<file path="config.mk">
export PLATFORM = sky130hd
export DESIGN_NAME = stream_rr_arbiter
export DESIGN_NICKNAME = d
export VERILOG_FILES = /design/src/rtl/stream_rr_arbiter.sv
export SDC_FILE = /design/constraint.sdc
export NUM_CORES = 1
export LEC_CHECK = 0
export ABC_CLOCK_PERIOD_IN_PS = 6300
export CORE_MARGIN = 3
export CORE_UTILIZATION = 32
export CTS_CLUSTER_SIZE = 28
export DETAILED_ROUTE_END_ITERATION = 12
export GPL_TIMING_DRIVEN = 0
export MAX_ROUTING_LAYER = met4
export PLACE_DENSITY = 0.95
export REMOVE_ABC_BUFFERS = 1
export SLEW_MARGIN = 10
export SYNTH_ARGS = -nofsm -noshare
export SYNTH_HDL_FRONTEND = slang
export SYNTH_SLANG_ARGS = --single-unit
</file>
<file path="constraint.sdc">
create_clock -name clk_i -period 6.3 [get_ports clk_i]
set_input_delay 1.26 -clock clk_i [delete_from_list [all_inputs] [get_ports clk_i]]
set_output_delay 1.26 -clock clk_i [all_outputs]
set_load 0.005 [all_outputs]
</file>
<file path="src/rtl/stream_rr_arbiter.sv">
// Round-robin arbiter that feeds the write port of a CDC FIFO from NUM_IN
// streaming requesters. A grant is held for a whole burst (until last) or
// until MAX_BEATS beats have passed, whichever comes first. MAX_BEATS=0
// removes the beat limit. Payload routing is purely combinational; only the
// arbitration state (IDLE/LOCKED, rr pointer, locked index, beat count) is
// registered. busy_o is the FSM state and serves as its observation point.
//
// Handshake: a beat transfers on a rising clk_i edge where valid and ready
// are both high. Once offered, a beat stays on the output (the grant is
// locked) until it is accepted; valid never depends on ready.

module stream_rr_arbiter #(
  parameter int NUM_IN     = 4,
  parameter int DATA_WIDTH = 32,
  parameter int MAX_BEATS  = 16,
  parameter int IDX_W      = $clog2(NUM_IN)
) (
  input  logic                           clk_i,
  input  logic                           rst_i,
  input  logic [NUM_IN-1:0]              inp_valid_i,
  output logic [NUM_IN-1:0]              inp_ready_o,
  input  logic [NUM_IN*DATA_WIDTH-1:0]   inp_data_i,
  input  logic [NUM_IN-1:0]              inp_last_i,
  output logic                           oup_valid_o,
  input  logic                           oup_ready_i,
  output logic [DATA_WIDTH-1:0]          oup_data_o,
  output logic                           oup_last_o,
  output logic [IDX_W-1:0]               oup_idx_o,
  output logic                           busy_o
);

  // Counter only needs to reach MAX_BEATS-1.
  localparam int CNT_W = (MAX_BEATS > 1) ? $clog2(MAX_BEATS) : 1;

  typedef enum logic {
    ST_IDLE   = 1'b0,
    ST_LOCKED = 1'b1
  } state_t;

  state_t             r_state;
  logic [IDX_W-1:0]   r_rr_ptr;
  logic [IDX_W-1:0]   r_lock_idx;
  logic [CNT_W-1:0]   r_beat_cnt;

  logic [IDX_W-1:0]   w_search_idx;
  logic               w_search_hit;
  logic               w_locked;
  logic [IDX_W-1:0]   w_grant;
  logic               w_have_grant;
  logic               w_valid;
  logic               w_hs;
  logic               w_limit;
  logic               w_end;

  // Index addition modulo NUM_IN (works for non-power-of-two NUM_IN).
  function automatic logic [IDX_W-1:0] wrap_add(input logic [IDX_W-1:0] base, input int off);
    int s;
    s = int'(base) + off;
    if (s >= NUM_IN) s = s - NUM_IN;
    return IDX_W'(s);
  endfunction

  // Cyclic priority search starting at rr_ptr; lowest offset wins.
  always_comb begin
    w_search_idx = r_rr_ptr;
    w_search_hit = 1'b0;
    for (int i = NUM_IN - 1; i >= 0; i--) begin
      if (inp_valid_i[wrap_add(r_rr_ptr, i)]) begin
        w_search_hit = 1'b1;
        w_search_idx = wrap_add(r_rr_ptr, i);
      end
    end
  end

  // Grant selection, routing and end-of-grant detection.
  always_comb begin
    w_locked     = (r_state == ST_LOCKED);
    w_grant      = w_locked ? r_lock_idx : w_search_idx;
    w_have_grant = w_locked | w_search_hit;
    w_valid      = !rst_i && w_have_grant && inp_valid_i[w_grant];
    w_hs         = w_valid && oup_ready_i;
    w_limit      = (MAX_BEATS != 0) && ((int'(r_beat_cnt) + 1) == MAX_BEATS);
    w_end        = inp_last_i[w_grant] | w_limit;

    oup_valid_o  = w_valid;
    oup_data_o   = inp_data_i[int'(w_grant)*DATA_WIDTH +: DATA_WIDTH];
    oup_last_o   = inp_last_i[w_grant];
    oup_idx_o    = rst_i ? '0 : w_grant;
    busy_o       = w_locked;
    inp_ready_o  = '0;
    if (!rst_i && w_have_grant && oup_ready_i) inp_ready_o[w_grant] = 1'b1;
  end

  // Arbitration FSM: lock on stalled offer or mid-burst, release on last/limit.
  always_ff @(posedge clk_i or posedge rst_i) begin
    if (rst_i) begin
      r_state    <= ST_IDLE;
      r_rr_ptr   <= '0;
      r_lock_idx <= '0;
      r_beat_cnt <= '0;
    end else begin
      case (r_state)
        ST_IDLE: begin
          if (w_valid) begin
            if (!oup_ready_i) begin
              r_state    <= ST_LOCKED;
              r_lock_idx <= w_grant;
            end else if (!w_end) begin
              r_state    <= ST_LOCKED;
              r_lock_idx <= w_grant;
              r_beat_cnt <= CNT_W'(1);
            end else begin
              r_rr_ptr   <= wrap_add(w_grant, 1);
              r_beat_cnt <= '0;
            end
          end
        end
        ST_LOCKED: begin
          if (w_hs) begin
            if (!w_end) begin
              r_beat_cnt <= r_beat_cnt + 1'b1;
            end else begin
              r_state    <= ST_IDLE;
              r_rr_ptr   <= wrap_add(r_lock_idx, 1);
              r_beat_cnt <= '0;
            end
          end
        end
        default: r_state <= ST_IDLE;
      endcase
    end
  end

endmodule

</file>
==> impl_summary.txt, run 1 <==
----------------------------------------------------
[Power and ir drop]
  Power per cell area ... 405 nW/um2
  Internal power ... 0.826 mW
  Net switching power ... 0.674 mW
  Part of the power in registers ... 0.083
  Share of total power in the clock network ... 0.045
  Lkg Pwr ... 1.64 nW
  Fraction of power consumed by combinational cells ... 0.872
  Net switching fraction of the power ... 0.449
  Max IR drop VDD ... 220 uV

[Clock network]
  Buffer type at the clock tree root ... sky130_fd_sc_hd__clkbuf_8
  Clock Path Buffers ... 2
  Number of buffers added for setup after CTS ... 0
  Clock latency reported for the late side of the worst-skew pair ... 240 ps
  Num CTS Buffers ... 3
  Sink count of the clock tree ... 9
  Post-CTS Hold Fix Bufs ... 0
  CTS tree ... built
  Clock transition at the register clock pins on the worst setup and hold paths after CTS ... 40 ps
  Number of H-tree levels ... 1
  Post-cts sizing count ... 0

[Final layout]
  Layout Cell Area excl Fill ... 3700 um2
  Non-filler instance count after layout ... 551
  Final core utilization ... 0.707
  Synthesis-to-finish area growth ... 107%
  # nets final ... 626
  Diode count ... 0
  Share of post-route cells with drive strength above 1 ... 0.0333

[Critical path]
  Reg2Reg Depth ... 9
  CP max FO ... 37
  Arr. time, crit path ... 4610 ps
  WP data required ... 5040 ps
  Kind of end point of the critical path ... primary output
  Worst R2R Start ... r_rr_ptr[1]$_DFFE_PP0P_
  CP startpoint kind ... input port
  Category of the most critical setup path ... in2out
  Setup crit start ... inp_valid_i[0]

[GRT]
  Top Usage Layer GRT ... met2
  Antenna violations before repair ... 0
  Pin count of the biggest net entering global routing ... 47
  Global-route track usage on met1 ... 0.278
  Global-route wire length before repair ... 12400 um
  Routing usage on met2 ... 0.440
  Global-route met3 utilization ... 0.0437
  Vias in the first global route ... 2560
  GR Util All Layers ... 0.247
  Aggregate global routing overflow ... 0

[Place]
  Cell count after placement ... 547
  Final GP Congestion ... 0.917
  Hpwl dp ... 6720 um
  Buffers added on ports ... 179
  Total placed instance area ... 3660 um2

[Routing]
  Pre-Repair DR Iteration Count ... 4
  Vias ... 2833
  Remaining antenna violation count ... 0
  Overall routed net length ... 8500 um
  Routed wirelength normalized by instance count ... 15.4 um
  Starting DRT DRC Count ... 141
  DR vias/cell ... 5.14
  Residual DRC ... 0

[STA]
  Highest Clock Rate ... 0.170 GHz
  Relative slew slack ... 0.470
  Actual transition at the worst max-transition pin ... 794 ps
  Hold slack ... 530 ps
  Number of max-slew violations in the final report ... 0
  Endpoints failing hold ... 0
  RSZ-0062 raised after global routing ... no
  Post-route clock skew ... 3.30 ps
  Shortest clock period the worst path allows after layout ... 5870 ps
  Total setup violations reported at the end of the flow ... 0
  Final critical-path share of the clock period ... 0.931
  Fin Setup TNS ... 0 ps

[Floorplan]
  Initial core utilization ... 0.341
  Cell Rows ... 26
  Io pins ... 180
  Width of the chip ... 80.7 um
  Placeable Area ... 5240 um2
  Die area ... 6520 um2
  Vert. Die Dim ... 80.7 um

[Synthesis]
  Number of distinct library cells after synthesis ... 41
  Synthesis-stage register bit count ... 9
  Mean instance size in the synthesized netlist ... 5.69 um2
  Fraction of the yosys area taken by sequential cells ... 0.126
  YS warnings ... 0
  Post-synthesis cell type with the largest combined area ... sky130_fd_sc_hd__nand2_1
  Cell types with the largest area share after synthesis ... sky130_fd_sc_hd__nand2_1 29%, sky130_fd_sc_hd__and3_1 13%, sky130_fd_sc_hd__dfrtp_1 13%
  Share of the synthesized area in the top cell type ... 0.294
  Post-synthesis cell count ... 314
  Cell area after synthesis ... 1790 um2

[Run]
  Max-capacitance violation count ... 0

[Min path]
  Class of the tightest hold or removal check ... reg2reg
  Hold path start ... r_lock_idx[1]$_DFFE_PP0P_
  Worst hold path depth ... 1

[Status]
  Outcome ... complete, no violations

----------------------------------------------------
-- through the flow --
step | total power, mW | setup slack [ps]
after floorplan | 0.729 | -447
after global placement | 1.37 | -3160
final | 1.50 | 433
after global routing | 1.63 | 208
after CTS | 1.50 | 469
after detailed placement | 1.43 | 480
-- area by class of cell --
class                           instances  area (um2)
Inverter                                7        26.3
Clock buffer                            4        45.0
Tap cell                               70        87.6
Multi-Input combinational cell        277        1460
Fill cell                             432        1540
Timing Repair Buffer                  184        1860
Sequential cell                         9         225
-- final timing paths --
kind                                                  end  slack [ps]
max in group asynchronous                busy_o$_DFF_PP0_        4630
worst min register to register  r_lock_idx[1]$_DFFE_PP0P_         530
worst max register to register    r_rr_ptr[0]$_DFFE_PP0P_        2910
min in group asynchronous       r_beat_cnt[2]$_DFFE_PP0P_        1400
worst min-delay path            r_lock_idx[1]$_DFFE_PP0P_         530
worst max-delay path                          oup_valid_o         430
-- flip-flops by register name, indices dropped and copies added, names as in the netlist --
signal / cells
r_beat_cnt: 4
r_lock_idx: 2
r_rr_ptr: 2
busy_o: 1
-- power groups by stage --
stage          clock [mW]  combinational, mW  sequential, mW
6_report           0.0674               1.31           0.124
3_5_place_dp            0               1.30           0.123
2_1_floorplan           0              0.618           0.111
4_1_cts            0.0694               1.31           0.122
5_1_grt            0.0730               1.43           0.128
3_3_place_gp            0               1.25           0.120
-- synthesized netlist by cell type --
cell type                   instances
sky130_fd_sc_hd__a2111oi_0          1
sky130_fd_sc_hd__a21boi_0           2
sky130_fd_sc_hd__a21o_1             1
sky130_fd_sc_hd__a21oi_1            2
sky130_fd_sc_hd__a21oi_2            1
sky130_fd_sc_hd__a221oi_1           1
sky130_fd_sc_hd__a22oi_1            1
sky130_fd_sc_hd__a31o_2             1
sky130_fd_sc_hd__a31oi_1           33
sky130_fd_sc_hd__and2_1             1
sky130_fd_sc_hd__and3_1            37
sky130_fd_sc_hd__buf_1              2
sky130_fd_sc_hd__buf_2              2
sky130_fd_sc_hd__clkbuf_1          17
sky130_fd_sc_hd__dfrtp_1            9
sky130_fd_sc_hd__ha_1               5
sky130_fd_sc_hd__inv_1              6
sky130_fd_sc_hd__inv_2              1
sky130_fd_sc_hd__mux2_1             4
sky130_fd_sc_hd__mux2_2             1
sky130_fd_sc_hd__mux2i_1            2
sky130_fd_sc_hd__nand2_1          140
sky130_fd_sc_hd__nand2b_1           3
sky130_fd_sc_hd__nand3_1            6
sky130_fd_sc_hd__nand3b_1           1
sky130_fd_sc_hd__nand4_1            2
sky130_fd_sc_hd__nor2_1            12
sky130_fd_sc_hd__nor2b_1            4
sky130_fd_sc_hd__nor3_1             1
sky130_fd_sc_hd__o211ai_1           1
sky130_fd_sc_hd__o21a_1             1
sky130_fd_sc_hd__o21ai_0            1
sky130_fd_sc_hd__o21ai_1            3
sky130_fd_sc_hd__o21bai_2           1
sky130_fd_sc_hd__o221ai_1           1
sky130_fd_sc_hd__o31ai_1            1
sky130_fd_sc_hd__o32ai_1            1
sky130_fd_sc_hd__o41ai_4            1
sky130_fd_sc_hd__or2_2              1
sky130_fd_sc_hd__or3_1              1
sky130_fd_sc_hd__or4_1              2
-- placed cells by master, fill, tap and decap left out, drive strengths merged, types with 3 or more instances in the layout --
cell type	Yosys	routed
ha	5	5
clkdlybuf4s50	0	179
nand2b	3	3
a31oi	33	33
inv	7	7
o21ai	4	4
and3	37	37
mux2	5	5
nor2b	4	4
dfrtp	9	9
a21oi	3	3
nand2	140	140
clkbuf	17	4
nor2	12	12
nand3	6	6
buf	4	5
-- logic make-up (layout without fill, tap and decap cells) --
family / after synthesis / count (layout) / share of synthesized area
DFF: 9 / 9 / 0.126
and+or+nand+nor: 211 / 211 / 0.523
adders and majority gates: 5 / 5 / 0.0350
AOI/OAI and AO/OA: 54 / 54 / 0.213
buffers and inverters: 28 / 195 / 0.0602
muxes: 7 / 7 / 0.0427
-- per-layer routing --
| metal | wire, um | up-vias |
|---|---|---|
| li1 | - | 1416 |
| met1 | 3290 | 1271 |
| met2 | 4390 | 130 |
| met3 | 629 | 16 |
| met4 | 180 | 0 |
| met5 | 0 | - |
-- critical path, stage by stage --
cell,delay (ps)
sky130_fd_sc_hd__clkdlybuf4s50_1,530
sky130_fd_sc_hd__nor2b_1,200
sky130_fd_sc_hd__o31ai_1,300
sky130_fd_sc_hd__nand2_1,160
sky130_fd_sc_hd__o21bai_4,650
sky130_fd_sc_hd__inv_2,510
sky130_fd_sc_hd__a21o_1,300
sky130_fd_sc_hd__and3_1,180
sky130_fd_sc_hd__clkdlybuf4s50_1,460
(Power assumes the default switching activity.)
==> inputs of run 2 (changes only) <==
--- a/config.mk
+++ b/config.mk
@@ -6,6 +6,7 @@
 export NUM_CORES = 1
 export LEC_CHECK = 0
 export ABC_CLOCK_PERIOD_IN_PS = 6300
+export CAP_MARGIN = 20
 export CORE_MARGIN = 3
 export CORE_UTILIZATION = 32
 export CTS_CLUSTER_SIZE = 28
==> impl_summary.txt, run 2 (synthesis gave the netlist of run 1 again) <==
----------------------------------------------------
[Clock network]
  Sink count of the clock tree ... 9 (unchanged)
  Post-CTS Hold Fix Bufs ... 0 (unchanged)
  Clock transition at the register clock pins on the worst setup and hold paths after CTS ... 40 ps (about the same)
  Number of H-tree levels ... 1 (unchanged)
  Buffer type at the clock tree root ... sky130_fd_sc_hd__clkbuf_8 (unchanged)
  Post-cts sizing count ... 0 (unchanged)
  Clock latency reported for the late side of the worst-skew pair ... 230 ps (was 240 ps)
  Number of buffers added for setup after CTS ... 0 (unchanged)
  Clock Path Buffers ... 2 (unchanged)
  CTS tree ... built (unchanged)
  Num CTS Buffers ... 3 (unchanged)

[Routing]
  Vias ... 2842 (was 2833)
  Routed wirelength normalized by instance count ... 15.4 um (about the same)
  Remaining antenna violation count ... 0 (unchanged)
  Starting DRT DRC Count ... 232 (was 141)
  Pre-Repair DR Iteration Count ... 4 (unchanged)
  Overall routed net length ... 8510 um (was 8500 um)
  DR vias/cell ... 5.16 (was 5.14)
  Residual DRC ... 0 (unchanged)

[Critical path]
  Arr. time, crit path ... 4580 ps (was 4610 ps)
  RR Endpoint ... r_rr_ptr[0]$_DFFE_PP0P_ (unchanged)
  Slack of the worst reg-to-reg path ... 2920 ps (was 2910 ps)
  CP max FO ... 37 (unchanged)
  CP startpoint kind ... input port (unchanged)
  Setup crit start ... inp_valid_i[0] (unchanged)
  Kind of end point of the critical path ... primary output (unchanged)
  Reg2Reg Depth ... 9 (unchanged)
  Worst R2R Start ... r_rr_ptr[1]$_DFFE_PP0P_ (unchanged)
  Category of the most critical setup path ... in2out (unchanged)
  WP data required ... 5040 ps (about the same)

[STA]
  Endpoints failing hold ... 0 (unchanged)
  Actual transition at the worst max-transition pin ... 800 ps (was 794 ps)
  RSZ-0062 raised after global routing ... no (unchanged)
  Post-route clock skew ... 2.41 ps (was 3.30 ps)
  Final critical-path share of the clock period ... 0.928 (was 0.931)
  Highest Clock Rate ... 0.171 GHz (was 0.170 GHz)
  Relative slew slack ... 0.465 (was 0.470)
  Fin Setup TNS ... 0 ps (unchanged)
  Number of max-slew violations in the final report ... 0 (unchanged)
  Total setup violations reported at the end of the flow ... 0 (unchanged)
  Setup ws final ... 456 ps (was 433 ps)
  Shortest clock period the worst path allows after layout ... 5840 ps (was 5870 ps)

[Final layout]
  Diode count ... 0 (unchanged)
  Layout Cell Area excl Fill ... 3700 um2 (unchanged)
  Flip-flop and latch area ... 225 um2 (unchanged)
  Multi-input combinational cell area ... 1460 um2 (unchanged)
  Commonest non-fill, non-tap cell in the layout ... sky130_fd_sc_hd__clkdlybuf4s50_1 (unchanged)
  Top flop regs ... r_beat_cnt: 4 flops, r_lock_idx: 2 flops, r_rr_ptr: 2 flops (unchanged)
  Final core utilization ... 0.707 (unchanged)
  Synthesis-to-finish area growth ... 107% (unchanged)
  # nets final ... 626 (unchanged)
  Non-filler instance count after layout ... 551 (unchanged)
  Most used cells in the layout excluding fill and tap cells ... 179 x sky130_fd_sc_hd__clkdlybuf4s50_1, 140 x sky130_fd_sc_hd__nand2_1, 37 x sky130_fd_sc_hd__and3_1 (unchanged)
  Share of post-route cells with drive strength above 1 ... 0.0333 (unchanged)
  Reg with most FFs ... r_beat_cnt (unchanged)
  Number of flip-flops in the largest register ... 4 (unchanged)
  Filler Cell Count ... 412 (was 432)

[GRT]
  Global-route wire length before repair ... 12400 um (about the same)
  GR Util All Layers ... 0.247 (about the same)
  Pin count of the biggest net entering global routing ... 47 (unchanged)
  Aggregate global routing overflow ... 0 (unchanged)
  Vias in the first global route ... 2579 (was 2560)
  Antenna violations before repair ... 0 (unchanged)

[Floorplan]
  Io pins ... 180 (unchanged)
  Die area ... 6520 um2 (unchanged)
  Vert. Die Dim ... 80.7 um (unchanged)
  Cell Rows ... 26 (unchanged)
  Initial core utilization ... 0.341 (unchanged)
  Placeable Area ... 5240 um2 (unchanged)
  Width of the chip ... 80.7 um (unchanged)

[Run]
  Max-capacitance violation count ... 0 (unchanged)

[Power and ir drop]
  Share of total power in the clock network ... 0.045 (about the same)
  Max IR drop VDD ... 198 uV (was 220 uV)
  Lkg Pwr ... 1.64 nW (unchanged)
  Net switching power ... 0.677 mW (was 0.674 mW)
  Power per cell area ... 406 nW/um2 (was 405 nW/um2)
  Net switching fraction of the power ... 0.450 (was 0.449)
  Internal power ... 0.827 mW (was 0.826 mW)
  Part of the power in registers ... 0.083 (about the same)
  Fraction of power consumed by combinational cells ... 0.873 (was 0.872)

[Min path]
  Worst hold path endpoint ... r_lock_idx[1]$_DFFE_PP0P_ (unchanged)
  Class of the tightest hold or removal check ... reg2reg (unchanged)
  Hold path start ... r_lock_idx[1]$_DFFE_PP0P_ (unchanged)
  Worst hold path depth ... 1 (unchanged)

[Place]
  Buffers added on ports ... 179 (unchanged)
  Hpwl dp ... 6720 um (about the same)
  Final GP Congestion ... 0.917 (unchanged)
  Cell count after placement ... 547 (unchanged)
  Total placed instance area ... 3660 um2 (unchanged)
  Placement-stage worst setup slack ... 480 ps (about the same)

[Status]
  Outcome ... complete, no violations (unchanged)

----------------------------------------------------
## run 2: cell counts in the layout (fill, tap and decap cells not counted)
No cell type changed its count.
## run 2: final cells by class
type,count,share of cell area
Clock buffer,4,0.0122
Inverter,7,0.00710
Multi-Input combinational cell,277,0.395
Sequential cell,9,0.0608
Tap cell,70,0.0237
Timing Repair Buffer,184,0.502
## run 2: power groups by stage
stage                     registers (mW)  logic, mW  clock network (mW)
after floorplan                    0.111      0.618                   0
after global placement             0.120       1.25                   0
after detailed placement           0.123       1.30                   0
after CTS                          0.122       1.31              0.0693
after global routing               0.128       1.43              0.0734
final                              0.124       1.31              0.0670
## run 2: critical path: stages
cell                              delay, ps
sky130_fd_sc_hd__clkdlybuf4s50_1        520
sky130_fd_sc_hd__nor2b_1                200
sky130_fd_sc_hd__o31ai_1                310
sky130_fd_sc_hd__nand2_1                170
sky130_fd_sc_hd__o21bai_4               660
sky130_fd_sc_hd__inv_2                  520
sky130_fd_sc_hd__a21o_1                 300
sky130_fd_sc_hd__and3_1                 190
sky130_fd_sc_hd__clkdlybuf4s50_1        460
## run 2: how the worst max path moves through the flow
stage,end,depth (start not counted)
6_report,oup_valid_o,9
4_1_cts,oup_valid_o,9
3_3_place_gp,inp_ready_o[2],8
2_1_floorplan,inp_ready_o[2],6
5_1_grt,oup_valid_o,9
3_5_place_dp,oup_valid_o,9
## run 2: routing by layer
layer,vias up,routed length (um),global-route usage
met5,-,0,-
met4,0,141,0.0642
met3,13,688,0.0561
met2,133,4390,0.456
met1,1280,3280,0.263
li1,1416,-,-
## run 2: through the flow
step	power (mW)	hold slack (ps)
2_1_floorplan	0.729	476
3_3_place_gp	1.37	495
3_5_place_dp	1.43	511
4_1_cts	1.50	520
5_1_grt	1.63	554
6_report	1.50	526
